==> src/rtl/packet_sender.sv <==
// packet_sender: reads a burst of GLB words and sends each as a {row_tag, col_tag, data} packet.
// Defining PACKET_SENDER_STALL_CNT_EN adds the stall_cycles output and its counter.
module packet_sender #(
  parameter int BITWIDTH        = 16,
  parameter int TAG_LENGTH      = 4,
  parameter int GLB_ADDR_LENGTH = 3,
  parameter int PACKET_LENGTH   = 2*TAG_LENGTH+BITWIDTH
) (
  input  logic                       clk,
  input  logic                       rstb,
  input  logic                       start,
  input  logic [GLB_ADDR_LENGTH-1:0] base_addr,
  input  logic [GLB_ADDR_LENGTH:0]   word_count,
  input  logic [TAG_LENGTH-1:0]      row_max,
  input  logic [TAG_LENGTH-1:0]      col_max,
  output logic [GLB_ADDR_LENGTH-1:0] glb_addr,
  output logic                       glb_cs,
  output logic                       glb_oe,
  input  logic [BITWIDTH-1:0]        glb_rdata,
  output logic [PACKET_LENGTH-1:0]   data_packet,
  output logic                       gin_enable,
  input  logic                       gin_ready,
  output logic                       busy,
  output logic                       done,
`ifdef PACKET_SENDER_STALL_CNT_EN
  output logic [15:0]                stall_cycles,
`endif
  output logic [2:0]                 state_dbg
);

  // Handshake: a packet moves on a rising edge where gin_enable and gin_ready are both 1;
  // until then gin_enable stays high and data_packet does not change.

  typedef enum logic [2:0] {
    S_IDLE = 3'd0,
    S_READ = 3'd1,
    S_WAIT = 3'd2,
    S_SEND = 3'd3,
    S_DONE = 3'd4
  } state_t;

  localparam logic [GLB_ADDR_LENGTH-1:0] ADDR_ONE = 1;
  localparam logic [GLB_ADDR_LENGTH:0]   CNT_ONE  = 1;
  localparam logic [TAG_LENGTH-1:0]      TAG_ONE  = 1;

  state_t                     state_q, state_d;
  logic [GLB_ADDR_LENGTH-1:0] addr_q;
  logic [GLB_ADDR_LENGTH:0]   count_q;
  logic [TAG_LENGTH-1:0]      row_q, col_q, row_max_q, col_max_q;
  logic [BITWIDTH-1:0]        data_q;
  logic                       xfer;

  assign xfer = (state_q == S_SEND) && gin_ready;

  always_ff @(posedge clk or posedge rstb) begin
    if (rstb) state_q <= S_IDLE;
    else      state_q <= state_d;
  end

  always_comb begin
    state_d    = state_q;
    glb_cs     = 1'b0;
    glb_oe     = 1'b0;
    gin_enable = 1'b0;
    busy       = 1'b1;
    done       = 1'b0;
    case (state_q)
      S_IDLE: begin
        busy = 1'b0;
        if (start) state_d = (word_count == '0) ? S_DONE : S_READ;
      end
      S_READ: begin
        glb_cs  = 1'b1;
        glb_oe  = 1'b1;
        state_d = S_WAIT;
      end
      S_WAIT: state_d = S_SEND;
      S_SEND: begin
        gin_enable = 1'b1;
        if (gin_ready) state_d = (count_q == CNT_ONE) ? S_DONE : S_READ;
      end
      S_DONE: begin
        done    = 1'b1;
        state_d = S_IDLE;
      end
      default: begin
        busy    = 1'b0;
        state_d = S_IDLE;
      end
    endcase
  end

  // Burst parameters are latched at start so later input changes cannot disturb the burst.
  always_ff @(posedge clk or posedge rstb) begin
    if (rstb) begin
      addr_q    <= '0;
      count_q   <= '0;
      row_q     <= '0;
      col_q     <= '0;
      row_max_q <= '0;
      col_max_q <= '0;
      data_q    <= '0;
    end else begin
      if (state_q == S_IDLE && start) begin
        addr_q    <= base_addr;
        count_q   <= word_count;
        row_max_q <= row_max;
        col_max_q <= col_max;
        row_q     <= '0;
        col_q     <= '0;
      end
      if (state_q == S_WAIT) data_q <= glb_rdata;
      if (xfer) begin
        count_q <= count_q - CNT_ONE;
        addr_q  <= addr_q + ADDR_ONE;
        if (col_q == col_max_q) begin
          col_q <= '0;
          row_q <= (row_q == row_max_q) ? '0 : row_q + TAG_ONE;
        end else begin
          col_q <= col_q + TAG_ONE;
        end
      end
    end
  end

`ifdef PACKET_SENDER_STALL_CNT_EN
  always_ff @(posedge clk or posedge rstb) begin
    if (rstb) begin
      stall_cycles <= '0;
    end else if (state_q == S_IDLE && start) begin
      stall_cycles <= '0;
    end else if (state_q == S_SEND && !gin_ready && stall_cycles != 16'hFFFF) begin
      stall_cycles <= stall_cycles + 16'd1;
    end
  end
`endif

  assign glb_addr    = addr_q;
  assign data_packet = {row_q, col_q, data_q};
  assign state_dbg   = state_q;

endmodule
==> config.mk <==
export PLATFORM = sky130hd
export DESIGN_NAME = packet_sender
export DESIGN_NICKNAME = d
export VERILOG_FILES = /design/src/rtl/packet_sender.sv
export SDC_FILE = /design/constraint.sdc
export NUM_CORES = 1
export LEC_CHECK = 0
export ABC_AREA = 1
export CAP_MARGIN = 20
export CORE_ASPECT_RATIO = 0.5
export CORE_MARGIN = 1
export CORE_UTILIZATION = 40
export CTS_CLUSTER_DIAMETER = 150
export DETAILED_ROUTE_END_ITERATION = 8
export PLACE_DENSITY = 0.76
export SLEW_MARGIN = 20
export SYNTH_ARGS = -nofsm -noshare
export SYNTH_HDL_FRONTEND = slang
export SYNTH_SLANG_ARGS = --single-unit
==> constraint.sdc <==
create_clock -name clk -period 2.5 [get_ports clk]
set_clock_uncertainty 0.1 [all_clocks]
set_input_delay 0.5 -clock clk [delete_from_list [all_inputs] [get_ports clk]]
set_output_delay 0.5 -clock clk [all_outputs]
set_load 0.05 [all_outputs]
==> results.ini, run 1 <==
[synthesis]
netlist-cell-type-count=26
synth-xor-area-share=0.0368
synth.mux.area_fraction=0.0963
synth-edff-count=0
synth_nets=271
synth_area_per_cell_sq_um=9.28
synthCells=231
yosysSeqAreaShare=0.490
ys_seq_elements=42
synthAdderAreaFrac=0.0292
synth_top_family_by_area=simple AND/OR/NAND/NOR gates
synth_compound_area_frac=0.0537
yosys_warnings=0
ys.flop_type=dfrtp_1
async_flop_share=1.00
yosys.area_share.simple=0.223
syn-cell-area_sq_um=2140

[die]
io_pins=70
num_rows=18
die-area_sq_um=5670
die_h_um=53.8
fp.dieW_um=106
start_util=0.425
core_sq_um=5040

[worst_setup_path]
crit_path_start_kind=flop
cp-end-kind=primary output
max_stage_delay_ns=0.85
crit_family=buffers and inverters
cpMaxStageDelayCell=clkdlybuf4s50_1
cp_data_required_time_ns=1.90
cp_data_arrival_time_ns=1.63
crit_chain=clkdlybuf4s50_1
worst-path-buf-inv=1
crit_type=reg2out
critical_path.max_fanout=5

[placed_design]
post_dp_cell_area_sq_um=2890
place_congestion=0.819
numPortBuffers=69
placedCellCount=367
hpwl_um=3560
post-place-ws_ns=0.330

[layout]
antenna_cells=0
nFillCells=463
area_growth_pct=39.3
fin_area_sq_um=2990
utilization=0.592
final_nets=344
drive_gt1_frac=0.138
layout_common_cells=clkdlybuf4s50_1, nand2_1, dfrtp_1, inv_1, nor2_1
final_cells=375
final_common_cell=clkdlybuf4s50_1

[timing]
drv_slew=0
max_freq_mhz=449
fin_tns_setup_ns=0
fin_crit_ns=2.23
hold_viol=0
worst_pin_slew_ns=0.602
slew_headroom=0.598
rsz0062_at_grt=no
finalSetupViolCount=0
post-route-period-util=0.891
fin_ws_ns=0.273

[cts]
cts_tree=built
cts_buffer_depth=2
cts_buffers=5
clockRootBuffer=clkbuf_8
cts-htree-levels=2
clock-sinks=42
clkTransAtPathRegs_ns=0.08
hold_buffers=0
clk_latency_ns=0.29

[route]
via_per_inst=4.69
drtIter0Drc=53
finalWirelength_um=4660
drc=0
wl_per_cell_um=12.4
dr_total_vias=1757
first_pass_iters=4
drtAntennaViolNets=0

[outcome]
status=finished, final reports clean

[global_route]
first_global_vias=1728
grt_max_degree=20
antenna_found_initial=0
gr-total-overflow=0
grt_usage=0.172
grt_pass1_wl_um=7580

[power]
leakage_nw=1.46
cellPowerDensity_nw_per_um2=1400
ir_worst_vdd_mv=0.659

[run]
drv_cap=0

[hold_path]
hp-class=reg2reg

==> Yosys cell counts, drive strengths merged (2+ instances only) <==
library cell / instances / area, sq um
o211ai: 3 / 22.5
mux2: 16 / 206
o21ai: 15 / 75.1
o22ai: 2 / 12.5
xnor2: 2 / 17.5
buf: 4 / 41.3
nand3b: 2 / 15.0
xor2: 7 / 61.3
inv: 28 / 105
nand3: 13 / 82.6
ha: 5 / 62.6
dfrtp: 42 / 1050
nand4: 4 / 25.0
nand2: 64 / 263
nor2: 22 / 92.6
==> stage by stage <==
step	hold WS [ns]	power (mW)
after floorplan	0.371	3.07
after detailed placement	0.391	3.78
final	0.408	4.19
after CTS	0.411	4.23
after global routing	0.424	4.47
after global placement	0.386	3.71
==> path summary, 6_finish.rpt <==
kind | startpoint | endpoint | slack (ns) | depth (start not counted)
min | data_q[11]$_DFFE_PP0N_ | data_q[11]$_DFFE_PP0N_ | 0.41 | 1
max | state_dbg[1]$_DFFE_PP0P_ | state_dbg[1] | 0.27 | 1
min in group asynchronous | rstb | data_q[6]$_DFFE_PP0N_ | 0.48 | 2
min reg2reg | data_q[11]$_DFFE_PP0N_ | data_q[11]$_DFFE_PP0N_ | 0.41 | 1
max in group asynchronous | rstb | col_max_q[3]$_DFFE_PP0P_ | 1.19 | 3
max reg2reg | state_dbg[1]$_DFFE_PP0P_ | count_q[1]$_DFFE_PP0P_ | 0.90 | 7
==> final cells by class <==
class | count | area [sq um] | area share
Tap cell | 70 | 87.6 | 0.0293
Multi-Input combinational cell | 156 | 946 | 0.317
Timing Repair Buffer | 71 | 704 | 0.236
Inverter | 28 | 105 | 0.0352
Clock buffer | 7 | 86.3 | 0.0289
Clock inverter | 1 | 5.00 | 0.00168
Sequential cell | 42 | 1050 | 0.352
==> flip-flops by register name (all words and copies together) (netlist names) <==
signal	count
glb_addr	3
row_q	4
row_max_q	4
data_q	16
col_q	4
count_q	4
col_max_q	4
state_dbg	3
==> report_power, final <==
group | leakage [nW] | internal (mW) | total (mW) | switching (mW)
Sequential | 0.514 | 0.985 | 1.22 | 0.233
Combinational | 0.894 | 0.940 | 2.53 | 1.59
Clock | 0.0482 | 0.223 | 0.445 | 0.222
Total | 1.46 | 2.15 | 4.19 | 2.04
==> cell families after synthesis <==
kind of cell / after synthesis
xor+xnor: 9
compound gates: 21
simple gates: 105
mux: 16
fa+ha+maj: 5
flops: 42
buf+inv: 33
==> routing by layer <==
metal / wire length [um] / GRT usage / vias up
li1: - / - / 887
met1: 2130 / 0.204 / 827
met2: 2340 / 0.320 / 39
met3: 156 / 0.0400 / 4
met4: 38 / 0.0579 / 0
met5: 0 / 0 / -
==> what timing repair did <==
item / 4_1_cts / 5_1_grt
pin swaps: 0 / 0
gates cloned: 0 / 0
buffers inserted: 0 / 0
setup endpoints to repair: 2 / 2
resized for setup: 1 / 2
Note: power is estimated with default switching activity, not from simulation.
==> run 2: changes to the inputs <==
--- a/config.mk
+++ b/config.mk
@@ -7,12 +7,14 @@
 export LEC_CHECK = 0
 export ABC_AREA = 1
 export CAP_MARGIN = 20
+export CELL_PAD_IN_SITES_DETAIL_PLACEMENT = 0
+export CELL_PAD_IN_SITES_GLOBAL_PLACEMENT = 1
 export CORE_ASPECT_RATIO = 0.5
 export CORE_MARGIN = 1
-export CORE_UTILIZATION = 40
+export CORE_UTILIZATION = 36
 export CTS_CLUSTER_DIAMETER = 150
 export DETAILED_ROUTE_END_ITERATION = 8
-export PLACE_DENSITY = 0.76
+export PLACE_DENSITY = 0.89
 export SLEW_MARGIN = 20
 export SYNTH_ARGS = -nofsm -noshare
 export SYNTH_HDL_FRONTEND = slang
==> results.ini, run 2 (synthesized netlist as in run 1, its figures left out) <==
[outcome]
status=finished with violations
violations=design-rule violations

[die]
die_h_um=56.6
start_util=0.382
fp.dieW_um=111
core_sq_um=5610
io_pins=70
die-area_sq_um=6280
num_rows=19

[layout]
final_common_cell=clkdlybuf4s50_1
final_cells=376
antenna_cells=0
layout_common_cells=clkdlybuf4s50_1, nand2_1, dfrtp_1, inv_1, nor2_1
top_register=data_q
drive_gt1_frac=0.142
nFillCells=535
utilization=0.546
final_nets=343
largest_register_ffs=16
area_growth_pct=43.0

[cts]
hold_buffers=0
clockRootBuffer=clkbuf_16
clkTransAtPathRegs_ns=0.06
clock-sinks=42
cts_buffers=5
post_cts_resized=0
cts_setup_buffers=0
cts_buffer_depth=2
cts-htree-levels=2
clk_latency_ns=0.28
cts_tree=built

[power]
power.switching_mw=2.07
ir_worst_vdd_mv=0.424
pwr-share-comb=0.569
cellPowerDensity_nw_per_um2=1480
p_seq_frac=0.269
leakage_nw=1.48
sw_frac_of_total=0.459
internal-power_mw=2.45
p_clk_frac=0.162

[timing]
post-route-period-util=0.896
max_freq_mhz=446
fin_crit_ns=2.24
fin_tns_setup_ns=0
drv_slew=0
rsz0062_at_grt=no
slew_headroom=0.655
worst_pin_slew_ns=0.516
hold_viol=0
fin_ws_ns=0.260
whs_ns=0.406
finalSetupViolCount=0

[placed_design]
post-place-ws_ns=0.358
placedCellCount=369
place_congestion=0.779
numPortBuffers=69
hpwl_um=3430

[global_route]
first_global_vias=1759
grt_usage=0.160
grt_max_degree=43
antenna_found_initial=0
grt_pass1_wl_um=8000
gr-total-overflow=0

[route]
finalWirelength_um=4690
first_pass_iters=6
drc=10
drtAntennaViolNets=0
dr_total_vias=1769
via_per_inst=4.70
wl_per_cell_um=12.5
drtIter0Drc=40

[worst_setup_path]
cp-end-kind=primary output
crit_family=buffers and inverters
cp_data_required_time_ns=1.90
cp_data_arrival_time_ns=1.64
crit_path_start_kind=flop
crit_chain=clkdlybuf4s50_1
cpMaxStageDelayCell=clkdlybuf4s50_1
crit_type=reg2out
worst-path-buf-inv=1
critical_path.max_fanout=5
max_stage_delay_ns=0.87

[run]
drv_cap=0

[hold_path]
hp-class=reg2reg

## run 2: final timing paths
| kind | end | from | cells past startpoint | slack (ns) |
|---|---|---|---|---|
| max | state_dbg[1] | state_dbg[1]$_DFFE_PP0P_ | 1 | 0.26 |
| min | row_max_q[1]$_DFFE_PP0P_ | row_max_q[1]$_DFFE_PP0P_ | 2 | 0.41 |
| max reg2reg | count_q[0]$_DFFE_PP0P_ | state_dbg[1]$_DFFE_PP0P_ | 7 | 0.90 |
| min reg2reg | row_max_q[1]$_DFFE_PP0P_ | row_max_q[1]$_DFFE_PP0P_ | 2 | 0.41 |
| max in group asynchronous | col_q[2]$_DFFE_PP0P_ | rstb | 3 | 1.39 |
| min in group asynchronous | glb_addr[0]$_DFFE_PP0P_ | rstb | 3 | 0.56 |
## run 2: power by group through the flow
stage               registers (mW)  logic, mW  clock network (mW)
finish                        1.22       2.57               0.733
global route                  1.26       2.76               0.781
CTS                           1.22       2.60               0.753
detailed placement            1.23       2.58                   0
global placement              1.21       2.54                   0
floorplan                     1.90       1.17                   0
## run 2: tightest hold or removal path, cell delays in order, from the launching register on
cell,delay (ns)
dfrtp_1,0.36
nand2_1,0.06
nand2_1,0.05
## run 2: stage by stage
step / area [sq um] / total power [mW]
detailed placement: 2890 / 3.81
global route: 3070 / 4.80
floorplan: 2150 / 3.07
finish: 3070 / 4.52
CTS: 3060 / 4.57
global placement: 2890 / 3.75
## run 2: layout make-up
type | count | area (sq um) | area share
Clock buffer | 6 | 139 | 0.0453
Clock inverter | 1 | 30.0 | 0.00980
Inverter | 28 | 105 | 0.0343
Multi-Input combinational cell | 156 | 946 | 0.309
Sequential cell | 42 | 1050 | 0.343
Tap cell | 73 | 91.3 | 0.0298
Timing Repair Buffer | 70 | 703 | 0.229
## run 2: per-layer routing
layer | vias up | share of wire | GRT usage
li1 | 885 | - | -
met2 | 41 | 0.50 | 0.303
met3 | 5 | 0.050 | 0.0410
met4 | 0 | 0.0083 | 0.0425
met5 | - | 0 | 0
met1 | 838 | 0.44 | 0.183
==> run 3: changes to the inputs <==
--- a/config.mk
+++ b/config.mk
@@ -14,7 +14,7 @@
 export CORE_UTILIZATION = 36
 export CTS_CLUSTER_DIAMETER = 150
 export DETAILED_ROUTE_END_ITERATION = 8
-export PLACE_DENSITY = 0.89
+export PLACE_DENSITY = 0.94
 export SLEW_MARGIN = 20
 export SYNTH_ARGS = -nofsm -noshare
 export SYNTH_HDL_FRONTEND = slang
==> results.ini, run 3 (synthesized netlist as in run 1, its figures left out) <==
[hold_path]
hp-class=reg2reg

[cts]
cts_tree=built
cts_buffer_depth=2
clock-sinks=42
hold_buffers=0
clockRootBuffer=clkbuf_16
cts_buffers=5
cts-htree-levels=2
clkTransAtPathRegs_ns=0.06
clk_latency_ns=0.28
post_cts_resized=0
cts_setup_buffers=0

[worst_setup_path]
cp-end-kind=primary output
crit_chain=inv_2 -> nand2_1 -> nor2_2 -> clkdlybuf4s50_1
cp_data_required_time_ns=1.90
max_stage_delay_ns=0.81
cp_data_arrival_time_ns=1.85
critical_path.max_fanout=5
crit_type=reg2out
cpMaxStageDelayCell=clkdlybuf4s50_1
crit_path_start_kind=flop

[die]
num_rows=19
io_pins=70
die-area_sq_um=6280
die_h_um=56.6
core_sq_um=5610
start_util=0.382
fp.dieW_um=111

[global_route]
gr-total-overflow=0
grt_usage=0.158
grt_max_degree=43
grt_pass1_wl_um=7910
antenna_found_initial=0
first_global_vias=1767

[layout]
largest_register_ffs=16
top_register=data_q
layout_common_cells=clkdlybuf4s50_1, nand2_1, dfrtp_1, inv_1, nor2_1
final_nets=343
nFillCells=509
final_cells=377
area_growth_pct=41.7
antenna_cells=0
utilization=0.541
final_common_cell=clkdlybuf4s50_1
drive_gt1_frac=0.141

[timing]
slew_headroom=0.646
fin_tns_setup_ns=0
worst_pin_slew_ns=0.531
rsz0062_at_grt=no
hold_viol=0
fin_crit_ns=2.45
max_freq_mhz=409
drv_slew=0
post-route-period-util=0.978
finalSetupViolCount=0

[route]
wl_per_cell_um=12.3
drc=8
finalWirelength_um=4630
drtAntennaViolNets=0
drtIter0Drc=73
dr_total_vias=1742
first_pass_iters=6
via_per_inst=4.62

[power]
pwr-share-comb=0.581
ir_worst_vdd_mv=0.369
sw_frac_of_total=0.472
leakage_nw=1.45
cellPowerDensity_nw_per_um2=1450
internal-power_mw=2.32
p_total_mw=4.40
p_clk_frac=0.141
power.switching_mw=2.08
p_seq_frac=0.277

[outcome]
violations=design-rule violations
status=finished with violations

[placed_design]
placedCellCount=369
numPortBuffers=69
hpwl_um=3460
place_congestion=0.751

[run]
drv_cap=0

==> run 3: changes by cell type in the layout (fill, tap and decap cells not counted) <==
cell,before,now
clkinv_2,0,1
clkinv_4,0,1
clkbuf_1,0,1
clkdlybuf4s50_1,64,65
bufinv_16,1,0
dlymetal6s2s_1,1,0
clkbuf_8,1,0
==> run 3: worst paths after layout <==
kind,start,end,slack [ns],cells past startpoint
setup reg to reg,state_dbg[1]$_DFFE_PP0P_,count_q[0]$_DFFE_PP0P_,0.91,7
max in group asynchronous,rstb,col_q[3]$_DFFE_PP0P_,1.36,3
hold reg to reg,data_q[13]$_DFFE_PP0N_,data_q[13]$_DFFE_PP0N_,0.41,1
hold / removal,data_q[13]$_DFFE_PP0N_,data_q[13]$_DFFE_PP0N_,0.41,1
setup / recovery,state_dbg[1]$_DFFE_PP0P_,done,0.05,4
min in group asynchronous,rstb,data_q[8]$_DFFE_PP0N_,0.56,3
==> run 3: through the flow <==
step | setup slack (ns) | instance area (sq um) | hold slack [ns]
after CTS | 0.0486 | 3040 | 0.412
after detailed placement | 0.357 | 2890 | 0.396
after global routing | 0.0145 | 3040 | 0.422
after floorplan | 0.111 | 2150 | 0.371
final | 0.0548 | 3040 | 0.410
after global placement | 0.403 | 2890 | 0.386
==> run 3: layer usage <==
layer | up-vias | track usage | wire length [um]
met3 | 6 | 0.0356 | 153
met4 | 0 | 0.0405 | 52
met1 | 816 | 0.192 | 2110
met2 | 37 | 0.287 | 2310
met5 | - | 0 | 0
li1 | 883 | - | -
==> run 3: power groups by stage <==
stage | Sequential (mW) | Combinational [mW] | Clock (mW)
after floorplan | 1.90 | 1.17 | 0
after global placement | 1.21 | 2.53 | 0
after detailed placement | 1.23 | 2.57 | 0
after CTS | 1.22 | 2.58 | 0.639
after global routing | 1.27 | 2.74 | 0.672
final | 1.22 | 2.56 | 0.621
==> run 3: critical path: cells and delay by family, from the launching register on <==
family | cells | cell delay, ns
buf+inv | 2 | 0.90
flops | 1 | 0.47
simple gates | 2 | 0.20
==> run 3: cell type report <==
type,instances,area [sq um],area share
clock inverters,2,13.8,0.00453
repair buffers,70,701,0.231
well taps,73,91.3,0.0301
flip-flops and latches,42,1050,0.346
multi-input cells,156,946,0.311
inverters,28,105,0.0346
clock buffers,6,129,0.0424
==> edit 1: new RTL, flow settings as in run 2 <==
Change the parameter `TAG_LENGTH` from 4 to 8.
--- a/src/rtl/packet_sender.sv
+++ b/src/rtl/packet_sender.sv
@@ -2,7 +2,7 @@
 // Defining PACKET_SENDER_STALL_CNT_EN adds the stall_cycles output and its counter.
 module packet_sender #(
   parameter int BITWIDTH        = 16,
-  parameter int TAG_LENGTH      = 4,
+  parameter int TAG_LENGTH      = 8,
   parameter int GLB_ADDR_LENGTH = 3,
   parameter int PACKET_LENGTH   = 2*TAG_LENGTH+BITWIDTH
 ) (
Interface: changed (resized col_max, data_packet and row_max); port bits go from 70 to 86. No check against the original RTL was run, so the function may have changed too.
==> edit 1 against run 2 <==
  * Sequential cell count rose by 16
  * Wire length rose by 44%
  * Power rose by 20%
  * Area after synthesis rose by 40%
  * Cell area rose by 40%
  * Setup slack got worse by 0.20 ns
  * Non-clock buffer count rose by 22
  * Via count rose by 40%
  * Global-route usage rose by 1.1 points
  * Critical path type unchanged
  * Largest cell class unchanged
==> edit 1: results (changes against run 2) <==
status=finished clean; global-route wire length before repair=11,300 µm (+42%); adder-cell share of the synthesized area=0.0209 (-0.00833); Max IR drop VDD=0.788 mV (+86%); Total Routed Length=6760 µm (+44%); Multi-In Gates=221 (+42%); GR met2 Demand/Resource=0.280 (-0.0224); Inverters=41 (+46%); Final #Nets=471 (+37%); GR Util met1=0.211 (+0.0287); vias per cell=4.59 (-2.4%); Fillers=714 (+33%); hold path cells=1 (-1); Post-synth top cells=nand2_1, dfrtp_1, inv_1, nor2_1, mux2_2; Netlist cell types=27 (+3.8%); FF-to-FF path depth=8 (+1); H-tree depth=3 (+1); Routed met1 length=3140 µm (+53%); Worst EP arrival=1.84 ns (+0.20 ns); Rel. slew slack=0.643 (-0.0112); Largest stage delay, worst path=0.83 ns (-0.04 ns); P_int=3150 µW (+29%); R2R Setup Slk=0.64 ns (-0.26 ns); Hold Worst Slack=0.401 ns (-0.00498 ns); Compound-Gate Fraction of Synth Area=0.0551 (+0.00136); Seq/Total Area, Yosys=0.484 (-0.00643); Worst Min Path Start=data_q[14]; clock group power=1180 µW (+61%); R2R Path Start=state_dbg[2]; CLK BUF=12 (+6); Combinational Power=2670 µW (+4%); grt met3 use=0.0683 (+0.0272); Hold Path End=data_q[14]; pin count of the biggest net entering global routing=38 (-12%); vias in the first global route=2,436 (+38%); Met2 Wirelength=3200 µm (+36%)
==> edit 1: worst max-delay path by stage <==
stage,from,end,slack (ns),cells past startpoint
CTS,state_dbg[1],done,0.05,2
finish,state_dbg[1],done,0.06,2
global route,state_dbg[1],done,0.007,2
floorplan,state_dbg[0],busy,0.09,4
detailed placement,gin_ready,count_q[1],0.37,8
global placement,state_dbg[1],done,0.42,2
==> edit 1: logic make-up (layout without fill, tap and decap cells) <==
| family | after synthesis | in the layout |
|---|---|---|
| AO/OA/AOI/OAI | 31 | 31 |
| XOR/XNOR | 23 | 23 |
| adder cells (fa/ha/maj) | 5 | 5 |
| buffers and inverters | 52 | 148 |
| flip-flops | 58 | 58 |
| multiplexers | 24 | 24 |
| AND/OR/NAND/NOR | 138 | 138 |
==> edit 1: per-stage QoR <==
step | utilization | instance area [µm²] | instances
floorplan | - | 3010 | 331
global placement | 0.499 | 4010 | 524
detailed placement | 0.499 | 4010 | 524
CTS | 0.535 | 4290 | 539
global route | 0.535 | 4290 | 539
finish | 0.535 | 4290 | 539
==> edit 2: new RTL, config.mk and constraints of run 2 <==
Made on the original files. Put one more register stage on the output `state_dbg`, cleared by the reset. The value now appears one clock later. The other outputs are not delayed to match.
--- a/src/rtl/packet_sender.sv
+++ b/src/rtl/packet_sender.sv
@@ -137,6 +137,12 @@
 
   assign glb_addr    = addr_q;
   assign data_packet = {row_q, col_q, data_q};
-  assign state_dbg   = state_q;
+  always_ff @(posedge clk or posedge rstb) begin
+    if (rstb) begin
+      state_dbg <= '0;
+    end else begin
+      state_dbg <= state_q;
+    end
+  end
 
 endmodule
Check against the original RTL: not equivalent (a bounded check fails within 4 cycles, from zero or initial values and one cycle with rstb high).
==> edit 2 against run 2 <==
  * Area after synthesis increased by 4.0%
  * Cell area increased by 3.3%
  * Count of clock-buffer cells in the layout increased by 1
  * Setup slack improved by 0.012 ns
  * Power increased by 1.6%
  * Utilization increased by 0.61 points
  * Wire length increased by 6.5%
  * Sequential power increased by 5%
  * Sequential cell count increased by 3
  * Hold slack got worse by 0.076 ns
  * Critical path type unchanged
==> edit 2: results (changes against run 2) <==
status=finished clean; Fin Setup TNS=0 ns (unchanged); Hold Worst Slack=0.330 ns (-0.0760 ns); Residual DRC=0 (-10); vias per cell=4.52 (-3.8%); Placed Area=2990 µm² (+3.4%); RR Endpoint=col_q[0]; Post-synth top cells=nand2_1, dfrtp_1, inv_1, mux2_2, nand3_1; Placed Cells incl. Taps=385 (+4.3%); Netlist cell types=30 (+15%); Worst Min Path Start=state_q[2]; R2R Setup Slk=0.73 ns (-0.17 ns); Post-Syn Nets=277 (+2.2%); switching part of the total=0.459 (about the same); static leakage=0.00150 µW (+1.3%); peak fanout along the critical path=6 (+1); FF-to-FF path depth=8 (+1); Starting DRT DRC Count=60 (+50%); Max IR drop VDD=0.775 mV (+83%); Synth area leaders=dfrtp_1, nand2_1, mux2_2; pin count of the biggest net entering global routing=46 (+7.0%); share of cells above drive strength 1=0.139 (-0.00276); Crit path max-delay family=buffers and inverters; Final #Nets=348 (+1.5%); vias in the first global route=1,777 (+1.0%); Fillers=499 (-6.7%); R2R Path Start=state_q[2]; Hold Path End=state_dbg[2]; global-route wire length before repair=8210 µm (+2.7%); TritonRoute pass-1 iters=4 (-2); Seq/Total Area, Yosys=0.505 (+0.0147); DP HPWL=3680 µm (+7.2%); hold path cells=0 (-2); Least-Margin Pin Slew=0.525 ns (+0.00809 ns)
edit 2: cell count changes after synthesis, moves of 2 or more:
cell | before | now
mux2_2 | 9 | 15
nand2_1 | 61 | 64
o21ai_1 | 8 | 10
inv_1 | 22 | 28
nand3_1 | 11 | 14
nor2_1 | 20 | 12
dfrtp_1 | 42 | 45
o211ai_1 | 3 | 1
inv_2 | 6 | 4
mux2_4 | 7 | 1
o21ai_0 | 7 | 5
edit 2: layer usage:
metal | vias to the layer above | global-route usage | wire length, µm
met4 | 0 | 0.0733 | 106
met2 | 37 | 0.278 | 2550
met5 | - | 0 | 0
met1 | 835 | 0.205 | 2160
met3 | 11 | 0.0366 | 177
li1 | 895 | - | -
edit 2: how the worst max path moves through the flow:
stage / startpoint / end / slack, ns / depth (start not counted)
CTS: state_q[2] / busy / 0.26 / 6
finish: col_q[2] / data_packet[18] / 0.27 / 1
detailed placement: gin_ready / col_q[0] / 0.45 / 8
global placement: gin_ready / col_q[0] / 0.52 / 8
global route: state_q[2] / busy / 0.15 / 6
floorplan: state_q[1] / busy / 0.23 / 2
edit 2: stage by stage:
step           utilization  setup slack, ns
6_report             0.553            0.272
4_1_cts              0.553            0.264
3_3_place_gp         0.522            0.521
3_5_place_dp         0.522            0.453
5_1_grt              0.553            0.150
2_1_floorplan            -            0.232
edit 2: kinds of logic (layout without fill, tap and decap cells):
| kind of cell | after synthesis | in the layout | synth area share |
|---|---|---|---|
| and+or+nand+nor | 105 | 105 | 0.220 |
| adders and majority gates | 5 | 5 | 0.0281 |
| DFF | 45 | 45 | 0.505 |
| AOI/OAI and AO/OA | 19 | 19 | 0.0494 |
| muxes | 16 | 16 | 0.0825 |
| buffers and inverters | 38 | 110 | 0.0797 |
| xor gates and xnor gates | 9 | 9 | 0.0354 |
edit 2: layout make-up:
type                            instances  area [µm²]  area share
Clock inverter                          1        30.0     0.00949
Sequential cell                        45        1130       0.356
Timing Repair Buffer                   70         711       0.225
Clock buffer                            7         143      0.0451
Inverter                               32         120      0.0379
Tap cell                               84         105      0.0332
Multi-Input combinational cell        154         931       0.294
edit 2: power groups by stage:
stage / combinational [µW] / sequential [µW] / clock [µW]
after floorplan: 1160 / 1950 / 0
after global placement: 2530 / 1280 / 0
after detailed placement: 2560 / 1300 / 0
after CTS: 2580 / 1290 / 781
after global routing: 2730 / 1330 / 810
final: 2550 / 1280 / 766
